$ cat src/rtl/m68k_bus_pkg.sv
// Shared types and helpers for the 68000-to-SDRAM bus bridge.
package m68k_bus_pkg;

    typedef enum logic [2:0] {
        IDLE,
        RD,
        WR,
        RMW_RD,
        RMW_WR,
        ACK,
        BERR
    } bridge_state_t;

    localparam int TMO_W = 8;

    // Replace only the byte lanes whose (active-low) strobe was asserted.
    function automatic logic [15:0] merge_lane(
        input logic [15:0] old_word,
        input logic [15:0] new_word,
        input logic        uds_n,
        input logic        lds_n
    );
        logic [15:0] merged;
        merged = old_word;
        if (!uds_n) merged[15:8] = new_word[15:8];
        if (!lds_n) merged[7:0]  = new_word[7:0];
        return merged;
    endfunction

endpackage

$ cat src/rtl/bit_sync.sv
// Multi-flop synchroniser for one asynchronous strobe; resets to the negated (high) level.
module bit_sync #(
    parameter int STAGES = 2
) (
    input  logic clk,
    input  logic rst,
    input  logic d_i,
    output logic q_o
);

    logic [STAGES-1:0] sync_q;

    // NOTE: non-blocking assignments make each stage capture its neighbour's pre-edge value.
    always_ff @(posedge clk or posedge rst) begin
        if (rst) begin
            sync_q <= '1;
        end else begin
            sync_q <= {sync_q[STAGES-2:0], d_i};
        end
    end

    assign q_o = sync_q[STAGES-1];

endmodule

$ cat src/rtl/m68k_sdram_bridge.sv
// Turns asynchronous 68000 bus cycles into single-word SDRAM requests, with
// read-modify-write for byte writes, DTACK/BERR generation and a request timeout.
module m68k_sdram_bridge
    import m68k_bus_pkg::*;
#(
    parameter logic [25:0] SDRAM_BASE  = 26'h0,
    parameter int          SYNC_STAGES = 2,
    parameter int          TIMEOUT     = 255
) (
    input  logic        ext_clk,
    input  logic        rst,
    input  logic        cpu_sel,
    input  logic        cpu_as_n,
    input  logic        cpu_uds_n,
    input  logic        cpu_lds_n,
    input  logic        cpu_rw,
    input  logic [22:0] cpu_addr,
    input  logic [15:0] cpu_data_in,
    output logic [15:0] cpu_data_out,
    output logic        cpu_data_oe,
    output logic        cpu_dtack_n,
    output logic        cpu_berr_n,
    output logic        mem_enable,
    output logic        mem_write,
    output logic [25:0] mem_addr,
    output logic [15:0] mem_wdata,
    input  logic [15:0] mem_rdata,
    input  logic        mem_ready
);

    logic as_s;
    logic uds_s;
    logic lds_s;

    bit_sync #(.STAGES(SYNC_STAGES)) u_sync_as  (.clk(ext_clk), .rst(rst), .d_i(cpu_as_n),  .q_o(as_s));
    bit_sync #(.STAGES(SYNC_STAGES)) u_sync_uds (.clk(ext_clk), .rst(rst), .d_i(cpu_uds_n), .q_o(uds_s));
    bit_sync #(.STAGES(SYNC_STAGES)) u_sync_lds (.clk(ext_clk), .rst(rst), .d_i(cpu_lds_n), .q_o(lds_s));

    bridge_state_t    state_q;
    logic             uds_n_q;
    logic             lds_n_q;
    logic [15:0]      data_q;
    logic [TMO_W-1:0] tmo_q;

    logic start;
    logic mem_done;
    logic timed_out;

    assign start     = !as_s && (!uds_s || !lds_s) && cpu_sel;
    assign mem_done  = mem_enable && mem_ready;
    assign timed_out = (tmo_q == TMO_W'(TIMEOUT - 1));

    always_ff @(posedge ext_clk or posedge rst) begin
        if (rst) begin
            state_q      <= IDLE;
            uds_n_q      <= 1'b1;
            lds_n_q      <= 1'b1;
            data_q       <= '0;
            tmo_q        <= '0;
            cpu_data_out <= '0;
            cpu_data_oe  <= 1'b0;
            cpu_dtack_n  <= 1'b1;
            cpu_berr_n   <= 1'b1;
            mem_enable   <= 1'b0;
            mem_write    <= 1'b0;
            mem_addr     <= '0;
            mem_wdata    <= '0;
        end else begin
            case (state_q)
                IDLE: begin
                    if (start) begin
                        uds_n_q    <= uds_s;
                        lds_n_q    <= lds_s;
                        data_q     <= cpu_data_in;
                        tmo_q      <= '0;
                        mem_enable <= 1'b1;
                        mem_addr   <= SDRAM_BASE + {3'b000, cpu_addr};
                        if (cpu_rw) begin
                            mem_write <= 1'b0;
                            state_q   <= RD;
                        end else if (!uds_s && !lds_s) begin
                            mem_write <= 1'b1;
                            mem_wdata <= cpu_data_in;
                            state_q   <= WR;
                        end else begin
                            mem_write <= 1'b0;
                            state_q   <= RMW_RD;
                        end
                    end
                end

                RD, WR, RMW_RD, RMW_WR: begin
                    if (mem_done) begin
                        mem_enable <= 1'b0;
                        // A CPU that has dropped AS is gone: finish the access silently.
                        if (as_s) begin
                            state_q <= IDLE;
                        end else if (state_q == RD) begin
                            cpu_data_out <= mem_rdata;
                            cpu_data_oe  <= 1'b1;
                            cpu_dtack_n  <= 1'b0;
                            state_q      <= ACK;
                        end else if (state_q == RMW_RD) begin
                            mem_write <= 1'b1;
                            mem_wdata <= merge_lane(mem_rdata, data_q, uds_n_q, lds_n_q);
                            state_q   <= RMW_WR;
                        end else begin
                            cpu_dtack_n <= 1'b0;
                            state_q     <= ACK;
                        end
                    end else if (timed_out) begin
                        mem_enable <= 1'b0;
                        cpu_berr_n <= as_s;
                        state_q    <= as_s ? IDLE : BERR;
                    end else begin
                        tmo_q <= tmo_q + 1'b1;
                        // Re-raises the request after the idle gap that separates RMW read and write.
                        mem_enable <= 1'b1;
                    end
                end

                ACK: begin
                    if (as_s) begin
                        cpu_dtack_n <= 1'b1;
                        cpu_data_oe <= 1'b0;
                        state_q     <= IDLE;
                    end
                end

                BERR: begin
                    if (as_s) begin
                        cpu_berr_n <= 1'b1;
                        state_q    <= IDLE;
                    end
                end

                default: state_q <= IDLE;
            endcase
        end
    end

endmodule

$ cat config.mk
export PLATFORM = sky130hd
export DESIGN_NAME = m68k_sdram_bridge
export DESIGN_NICKNAME = d
export VERILOG_FILES = /design/src/rtl/m68k_bus_pkg.sv /design/src/rtl/bit_sync.sv /design/src/rtl/m68k_sdram_bridge.sv
export SDC_FILE = /design/constraint.sdc
export NUM_CORES = 1
export LEC_CHECK = 0
export ABC_AREA = 1
export CAP_MARGIN = 20
export CORE_UTILIZATION = 49
export CTS_BUF_LIST = sky130_fd_sc_hd__clkbuf_8
export DETAILED_ROUTE_END_ITERATION = 6
export PLACE_DENSITY = 0.81
export RECOVER_POWER = 100
export SLEW_MARGIN = 15
export SYNTH_ARGS = -nofsm -noshare
export SYNTH_HDL_FRONTEND = slang
export SYNTH_SLANG_ARGS = --single-unit
$ cat constraint.sdc
create_clock -name ext_clk -period 4.3 [get_ports ext_clk]
set_input_delay 0.43 -clock ext_clk [delete_from_list [all_inputs] [get_ports ext_clk]]
set_output_delay 0.43 -clock ext_clk [all_outputs]
set_load 0.01 [all_outputs]
==> Word-level counts from Yosys, hierarchy flattened <==
Cells that the tools add are included.
{ "word_totals": {"ff_bits": 95, "in_bits": 63, "out_inout_bits": 63, "elab_cells": 116} }
{ "classes": {"add_sub_neg": 1, "eq_ne": 23, "muxes": 51, "bitwise": 1, "n_reduce_logical": 24} }
{ "op_table": {"columns": ["op", "count"], "rows": [
  ["$mux W16", 7],
  ["$mux W8", 5],
  ["$pmux W16 S2", 1],
  ["$mux W1", 24],
  ["$ne A2 B2 Y1 const B", 11],
  ["$mux W3", 6],
  ["$pmux W8 S2", 1],
  ["$reduce_and A4 Y1", 3],
  ["$pmux W1 S2", 5],
  ["$reduce_and A5 Y1", 2],
  ["$eq A3 B3 Y1 const B", 3],
  ["$pmux W3 S3", 1],
  ["$add A8 B1 Y8 const B", 1],
  ["$eq A8 B8 Y1 const B", 1],
  ["$reduce_and A8 Y1", 1],
  ["$eq A3 B2 Y1 const B", 2],
  ["$ne A2 B1 Y1 const B", 3],
  ["$ne A3 B3 Y1 const B", 2],
  ["$reduce_and A6 Y1", 1],
  ["$reduce_bool A2 Y1", 3],
  ["$logic_and A1 B1 Y1", 4],
  ["$reduce_and A2 Y1", 2],
  ["$reduce_or A4 Y1", 1],
  ["$eq A3 B1 Y1 const B", 1],
  ["other kinds (7)", 9]
]} }

==> Depth between registers and ports, before layout <==
Gate-level depths: netlist of the first run.
{ "logic_depth": {"depth_word": 6, "ltp_mapped": 11} }

==> Hierarchy <==
A second synthesis of the first run with hierarchy kept.
{ "hier_totals": {"hier_cells": 564, "hier_area_um2": 4541.9} }
{ "by_module_without_submodules": {"columns": ["module", "instances", "cells_each", "area_each_um2", "seq_area_each_um2"], "rows": [
  ["m68k_sdram_bridge", 1, 555, 4372.9, 2232.1],
  ["bit_sync", 3, 3, 56.3, 52.6]
]} }

==> Worst setup path after synthesis of the first run <==
OpenSTA, ideal clock, no wires.
{ "synth_path": {"path_kind": "reg2reg", "startpoint": "register state_q[0]", "endpoint": "register mem_addr[0]", "arrival_ns": 1.331, "path_slack_ns": 2.839, "stages_incl_launch_ff": 8, "n_path_buf": 2, "cell_sequence": "dfrtp_1 -> nor2_1 -> nand2_4 -> or2_1 -> buf_4 -> buf_4 -> nand2_1 -> o21ai_0"} }
{ "synth_via": {"elab_chain_len": 2} }
{ "synth_lines": {"columns": ["item", "line_no", "rtl"], "rows": [
  ["start: declaration", "m68k_sdram_bridge.sv:39", "bridge_state_t state_q;"],
  ["start signal: assignment", "m68k_sdram_bridge.sv:114", "state_q <= as_s ? IDLE : BERR;"],
  ["$logic_not A3 Y1", "m68k_sdram_bridge.sv:69", "case (state_q)"],
  ["$reduce_and A2 Y1 (no source line)", null, null],
  ["end signal: assignment", "m68k_sdram_bridge.sv:77", "mem_addr <= SDRAM_BASE + {3'b000, cpu_addr};"],
  ["end: declaration", "m68k_sdram_bridge.sv:25", "output logic [25:0] mem_addr,"]
]} }
Every way passes these cells.
A chain may end at the register's enable or synchronous reset.

==> Worst setup path after layout of the first run <==
{ "layout_path": {"startpoint": "register state_q[1]", "endpoint": "register cpu_data_out[8]"} }
{ "layout_via": {"elab_chain_len": 3} }
{ "layout_lines": {"columns": ["item", "line_no", "rtl"], "rows": [
  ["$eq A3 B1 Y1, or another cell as far along", "m68k_sdram_bridge.sv:69, m68k_sdram_bridge.sv:98", null],
  ["$reduce_or A4 Y1", "m68k_sdram_bridge.sv:69", null],
  ["$reduce_and A4 Y1 (no source line) (*)", null, null],
  ["end signal: assignment", "m68k_sdram_bridge.sv:99", "cpu_data_out <= mem_rdata;"],
  ["end: declaration", "m68k_sdram_bridge.sv:19", "output logic [15:0] cpu_data_out,"]
]} }
Every way passes the cells marked *; elsewhere a longest branch is shown, timed or not.

==> results.py, run 1 <==
metrics = {
    "power": {
        "power-per-cell-area_mw_per_mm2": 670.4,
        "peakVddDrop_v": 0.0003218,
        "leakagePower_nw": 2.999,
        "power_mw": 3.919,
    },
    "clocking": {
        "clock_latency_ns": 0.37,
        "numCtsBuffers": 9,
        "clockBufferDepth": 2,
        "htree_levels": 3,
        "ctsResizeCount": 0,
        "root_buffer": "clkbuf_8",
        "cts.sinks": 95,
        "cts_tree": "built",
        "clkTransAtPathRegs_ns": 0.09,
        "cts_setup_buffers": 0,
        "ctsHoldBuffers": 0,
    },
    "run_status": {
        "violations": "DRC, capacitance limit, slew limit",
        "status": "complete, but fails checks",
    },
    "synth": {
        "synth_top_cell_area_share_pct": 47.08,
        "ys_warn_count": 0,
        "syn_area_per_cell_um2": 8.155,
        "yosysUniqueCellTypes": 33,
        "synth_top_area_cell": "dfrtp_1",
        "synth_seq_area_share_pct": 52.89,
        "ys_ff_latch": 95,
        "synthCells": 554,
        "synth_area_mm2": 0.004518,
        "yosys-top-cells-area": "dfrtp_1, nand2_1, dfstp_2",
    },
    "routing": {
        "drt-initial-drc-count": 326,
        "detail_route.first_pass.iterations": 7,
        "ant_nets": 0,
        "vias_per_cell": 5.040,
        "vias": 3926,
        "route.final.wire_length_mm": 10.42,
        "drc": 8,
        "wire_per_inst_um": 13.38,
    },
    "worst_setup_path": {
        "start_kind": "flop",
        "crit_fanout": 49,
        "slowest_delay_ns": 0.59,
        "crit_required_ns": 4.51,
        "path_common_cell": "nand2_1",
        "worst_path_max_delay_cell": "nand2_1",
        "r2r_cells": 8,
        "arrival_ns": 2.91,
        "crit_type": "flop to flop",
        "endpoint_kind": "flop",
        "path_cells": "inv_2 -> nand2_1 -> nand2_1 -> nand2_4 -> nor2_1 -> nand2_1 -> nand2_1 -> o21ai_0",
    },
    "sta": {
        "max-slew-margin-rel_pct": -79.92,
        "final.min_clock_period_ns": 2.697,
        "finalClockSkew_ns": 0.01585,
        "slew_violations": 63,
        "final_hold_viol_count": 0,
        "tightest_slew_ns": 2.684,
        "period_share_pct": 62.73,
        "clock.fmax_mhz": 370.7,
        "finalSetupViolCount": 0,
        "fin_tns_setup_ns": 0,
        "rsz0062_at_grt": "false",
    },
    "die": {
        "std_cell_rows": 34,
        "start_util_pct": 51.31,
        "core-area_mm2": 0.008806,
        "fp.dieW_um": 98.03,
        "die_y_um": 98.03,
        "ioPinCount": 126,
        "die_area_mm2": 0.009609,
    },
    "run": {
        "max_cap_violations": 1,
    },
    "global_route": {
        "grt.total_usage_pct": 23.12,
        "first_global_vias": 3751,
        "grt_max_degree": 63,
        "grt_pass1_wl_mm": 17.70,
        "grt-ovfl-total": 0,
        "grt_antenna_before_repair": 0,
    },
    "hold_path": {
        "holdCritPathClass": "flop to flop",
        "min_path_cells": 0,
    },
    "final_layout": {
        "drive_gt1_share_pct": 5.812,
        "area_growth_pct": 29.38,
        "antennaDiodeCount": 0,
        "fill_cells": 763,
        "final_nets": 731,
        "regArea_mm2": 0.002390,
        "multi_input_area_mm2": 0.001645,
    },
    "placement": {
        "gp_congestion": 0.9319,
        "dp.final_hpwl_mm": 7.564,
        "port-buffer-count": 122,
    },
}
==> worst paths after layout <==
path                                            from              endpoint  slack, ns
worst max register to register            state_q[1]       cpu_data_out[8]       1.60
worst max-delay path                      state_q[1]       cpu_data_out[8]       1.60
max in group asynchronous                        rst  u_sync_lds.sync_q[0]       1.61
worst min-delay path            u_sync_lds.sync_q[0]  u_sync_lds.sync_q[1]       0.36
worst min register to register  u_sync_lds.sync_q[0]  u_sync_lds.sync_q[1]       0.36
min in group asynchronous                        rst           mem_addr[0]       1.27
==> through the flow <==
step	std cells	util [%]	hold slack (ns)	instance area (µm²)	setup slack, ns
final	779	66.38	0.3604	5846	1.603
after global routing	779	66.38	0.3686	5846	1.166
after CTS	779	67.24	0.3594	5921	2.087
after detailed placement	763	65.08	0.3473	5731	1.973
after global placement	763	65.08	0.3463	5731	2.010
after floorplan	556	-	0.3452	4526	1.410
==> synth_stat cells (all sizes together) <==
cell    number
o21bai       1
conb         1
nor2        23
or2          7
nand3b       1
nand3       35
nand2      198
xnor2        1
xor2         2
o211ai       1
o31ai        1
dfrtp       85
nor3         1
o21ai       90
inv         66
ha           2
buf         21
dfstp       10
a21oi        3
o22ai        1
clkbuf       4
==> registers in the layout, indices dropped and copies added, names as in the netlist, 2 cells and up <==
name	count
data_q	16
mem_wdata	16
mem_addr	23
u_sync_lds.sync_q	2
u_sync_as.sync_q	2
state_q	3
u_sync_uds.sync_q	2
cpu_data_out	16
tmo_q	8
==> cells in the final DEF, fill, tap and decap left out <==
cell             synthesis  routed
a21oi_1                  3       3
buf_4                   10       2
bufinv_16                0       1
clkbuf_8                 0       9
clkdlybuf4s50_1          0      58
clkinv_2                 0       1
clkinv_4                 0       1
clkinvlp_2               0       1
clkinvlp_4               0       2
conb_1                   1       3
dfrtp_1                 85      85
dfstp_1                  0       1
dfstp_2                 10       9
dlygate4sd3_1            0      64
ha_1                     2       2
inv_1                   62      65
inv_2                    4       2
nand2_1                192     196
nand2_4                  3       2
nand3_1                 34      35
nand3b_1                 1       1
nor2_1                  21      22
nor2_4                   1       1
nor3_2                   1       1
o211ai_1                 1       1
o21ai_0                 37      74
o21ai_1                 43      16
o21bai_1                 1       1
o22ai_1                  1       1
o31ai_1                  1       1
or2_2                    6       7
xnor2_1                  1       1
xor2_1                   2       2
==> metal layers <==
metal / part of all wire, % / vias to the layer above / routed length [µm] / global-route usage (%)
li1: - / 1944 / - / -
met1: 46 / 1805 / 4790 / 31.85
met2: 45 / 160 / 4735 / 36.35
met3: 6.6 / 17 / 684 / 4.510
met4: 2.0 / 0 / 213 / 8.741
met5: 0 / - / 0 / 0
==> worst max-delay path, delay by kind of cell (launching register included) <==
family                 cells  cell delay, ns
and+or+nand+nor            6            1.90
DFF                        1            0.45
AOI/OAI and AO/OA          1            0.11
buffers and inverters      1            0.07
==> layout make-up <==
type / count / share of cell area (%)
timing repair buffer: 124 / 21.15
clock inverter: 7 / 1.134
clock buffer: 9 / 2.119
inverter: 66 / 4.259
tap: 108 / 2.312
multi-input combinational: 370 / 28.15
sequential: 95 / 40.88
==> logic make-up after synthesis <==
group | synth area share [%]
and+or+nand+nor | 24.90
AOI/OAI and AO/OA | 11.77
DFF | 52.89
buffers and inverters | 9.221
xor gates and xnor gates | 0.5817
adders and majority gates | 0.5538
other | 0.08300
==> power by group <==
| part | switching (mW) | internal, mW |
|---|---|---|
| clock | 0.306 | 0.265 |
| combinational | 1.04 | 0.760 |
| sequential | 0.251 | 1.29 |
| total | 1.60 | 2.32 |
(Power assumes the default switching activity.)
==> inputs of run 2 (changes only) <==
--- a/config.mk
+++ b/config.mk
@@ -7,10 +7,10 @@
 export LEC_CHECK = 0
 export ABC_AREA = 1
 export CAP_MARGIN = 20
-export CORE_UTILIZATION = 49
+export CORE_UTILIZATION = 45
 export CTS_BUF_LIST = sky130_fd_sc_hd__clkbuf_8
 export DETAILED_ROUTE_END_ITERATION = 6
-export PLACE_DENSITY = 0.81
+export PLACE_DENSITY = 0.79
 export RECOVER_POWER = 100
 export SLEW_MARGIN = 15
 export SYNTH_ARGS = -nofsm -noshare
==> constraint.sdc (replaced) <==
create_clock -name ext_clk -period 2.45 [get_ports ext_clk]
set_input_delay 0.245 -clock ext_clk [delete_from_list [all_inputs] [get_ports ext_clk]]
set_output_delay 0.245 -clock ext_clk [all_outputs]
set_load 0.01 [all_outputs]
==> results.py, run 2 (same netlist as run 1, synthesis figures left out) <==
metrics = {
    "sta": {
        "fin_tns_setup_ns": 0,
        "final.min_clock_period_ns": 2.022,
        "rsz0062_at_grt": "false",
        "whs_ns": 0.3584,
        "max-slew-margin-rel_pct": 46.88,
        "finalClockSkew_ns": 0.01348,
        "period_share_pct": 82.51,
        "tightest_slew_ns": 0.7924,
        "final_hold_viol_count": 0,
        "finalSetupViolCount": 0,
        "slew_violations": 0,
        "clock.fmax_mhz": 494.7,
    },
    "clocking": {
        "htree_levels": 3,
        "root_buffer": "clkbuf_8",
        "clockBufferDepth": 2,
        "cts_tree": "built",
        "numCtsBuffers": 9,
        "cts.sinks": 95,
        "clkTransAtPathRegs_ns": 0.09,
        "cts_setup_buffers": 0,
        "ctsResizeCount": 0,
        "clock_latency_ns": 0.36,
        "ctsHoldBuffers": 0,
    },
    "worst_setup_path": {
        "r2r-end": "state_q[0]",
        "crit_fanout": 35,
        "endpoint_kind": "flop",
        "crit_type": "flop to flop",
        "r2r_cells": 8,
        "crit_buf_inv": 2,
        "cp_top_family": "simple AND/OR/NAND/NOR gates",
        "path_cells": "inv_1 -> nand2_1 -> nand2_4 -> buf_4 -> nor2_1 -> nor2_1 -> nand2_1 -> nand2_1",
        "timing.rr.start": "state_q[2]",
        "reg2reg_slack_ns": 0.43,
        "start_kind": "flop",
        "slowest_delay_ns": 0.45,
        "arrival_ns": 2.32,
        "path_common_cell": "nand2_1",
        "crit_required_ns": 2.75,
        "worst_path_max_delay_cell": "dfrtp_1",
    },
    "final_layout": {
        "multi_input_area_mm2": 0.001674,
        "largest_register": "mem_addr",
        "drive_gt1_share_pct": 7.281,
        "fill_cells": 870,
        "regArea_mm2": 0.002390,
        "area_growth_pct": 32.62,
        "antennaDiodeCount": 0,
        "layout_commonest_cell": "nand2_1",
        "largest_reg_flops": 23,
        "final_nets": 733,
        "mostFrequentLayoutCells": "nand2_1, dfrtp_1, o21ai_0",
    },
    "power": {
        "peakVddDrop_v": 0.0005042,
        "swShare_pct": 39.42,
        "power-per-cell-area_mw_per_mm2": 1188,
        "power_frac_comb_pct": 45.1,
        "pwr-share-seq_pct": 37.9,
        "p_int_mw": 4.313,
        "leakagePower_nw": 3.057,
        "power_mw": 7.119,
        "p_clk_share_pct": 17.1,
        "switchingPower_mw": 2.807,
    },
    "routing": {
        "vias": 3878,
        "drc": 0,
        "wire_per_inst_um": 12.55,
        "drt-initial-drc-count": 239,
        "route.final.wire_length_mm": 10.12,
        "ant_nets": 0,
        "vias_per_cell": 4.811,
        "detail_route.first_pass.iterations": 5,
    },
    "run": {
        "max_cap_violations": 0,
    },
    "die": {
        "die_area_mm2": 0.01044,
        "ioPinCount": 126,
        "fp.dieW_um": 102.2,
        "start_util_pct": 46.22,
        "die_y_um": 102.2,
        "std_cell_rows": 36,
        "core-area_mm2": 0.009774,
    },
    "placement": {
        "gp_congestion": 0.9584,
        "dp.final_hpwl_mm": 7.379,
        "port-buffer-count": 122,
    },
    "hold_path": {
        "holdCritPathClass": "flop to flop",
        "worst_hold_path.endpoint": "u_sync_as.sync_q[1]",
        "hold_path_startpoint": "u_sync_as.sync_q[0]",
        "min_path_cells": 0,
    },
    "global_route": {
        "grt_antenna_before_repair": 0,
        "grt-ovfl-total": 0,
        "grt_max_degree": 84,
        "grt.total_usage_pct": 21.01,
        "grt_pass1_wl_mm": 17.10,
        "first_global_vias": 3768,
    },
    "run_status": {
        "status": "complete, no violations",
    },
}
==> run 2: cell count changes in the layout (fill, tap and decap cells not counted), moves of 2 or more <==
cell / previous run / this run
nand2_1: 196 / 193
buf_12: 0 / 2
bufinv_16: 1 / 3
clkinvlp_4: 2 / 0
o21ai_0: 74 / 77
o21ai_1: 16 / 13
nand2_2: 0 / 3
inv_1: 65 / 63
==> run 2: power by group through the flow <==
stage	Sequential [mW]	Combinational [mW]	Clock, mW
after floorplan	2.85	1.94	0
after global placement	2.73	3.37	0
after detailed placement	2.73	3.48	0
after CTS	2.72	3.50	1.24
after global routing	2.80	3.64	1.29
final	2.70	3.21	1.22
==> run 2: how the worst max path moves through the flow <==
stage                          start          endpoint  slack [ns]  cells past startpoint
after floorplan           state_q[0]       mem_addr[0]        0.99                      7
after global placement     mem_ready  cpu_data_out[10]        0.64                      6
after detailed placement   mem_ready  cpu_data_out[14]        0.55                      6
after CTS                 state_q[1]        state_q[0]        0.61                      8
after global routing      state_q[2]     mem_wdata[11]        0.23                      7
final                     state_q[2]        state_q[0]        0.43                      8
==> run 2: per-stage QoR <==
stage	util (%)	area (µm²)	std cells	setup slack, ns
after detailed placement	59.37	5803	790	0.5540
after global placement	59.37	5803	790	0.6395
after floorplan	-	4529	556	0.9891
after global routing	61.30	5992	806	0.2285
final	61.30	5992	806	0.4284
after CTS	61.79	6040	806	0.6096
==> run 2: metal layers <==
metal / GRT usage (%) / share of wire (%) / vias to the layer above
met5: 0 / 0 / -
met4: 8.791 / 1.8 / 0
met3: 4.104 / 6.3 / 15
met2: 34.95 / 47 / 152
met1: 26.87 / 44 / 1756
li1: - / - / 1955
==> run 2: layout make-up <==
cell class | count | area share (%)
sequential | 95 | 39.88
tap | 133 | 2.777
clock inverter | 7 | 1.879
inverter | 66 | 4.155
multi-input combinational | 370 | 27.94
timing repair buffer | 126 | 21.30
clock buffer | 9 | 2.067
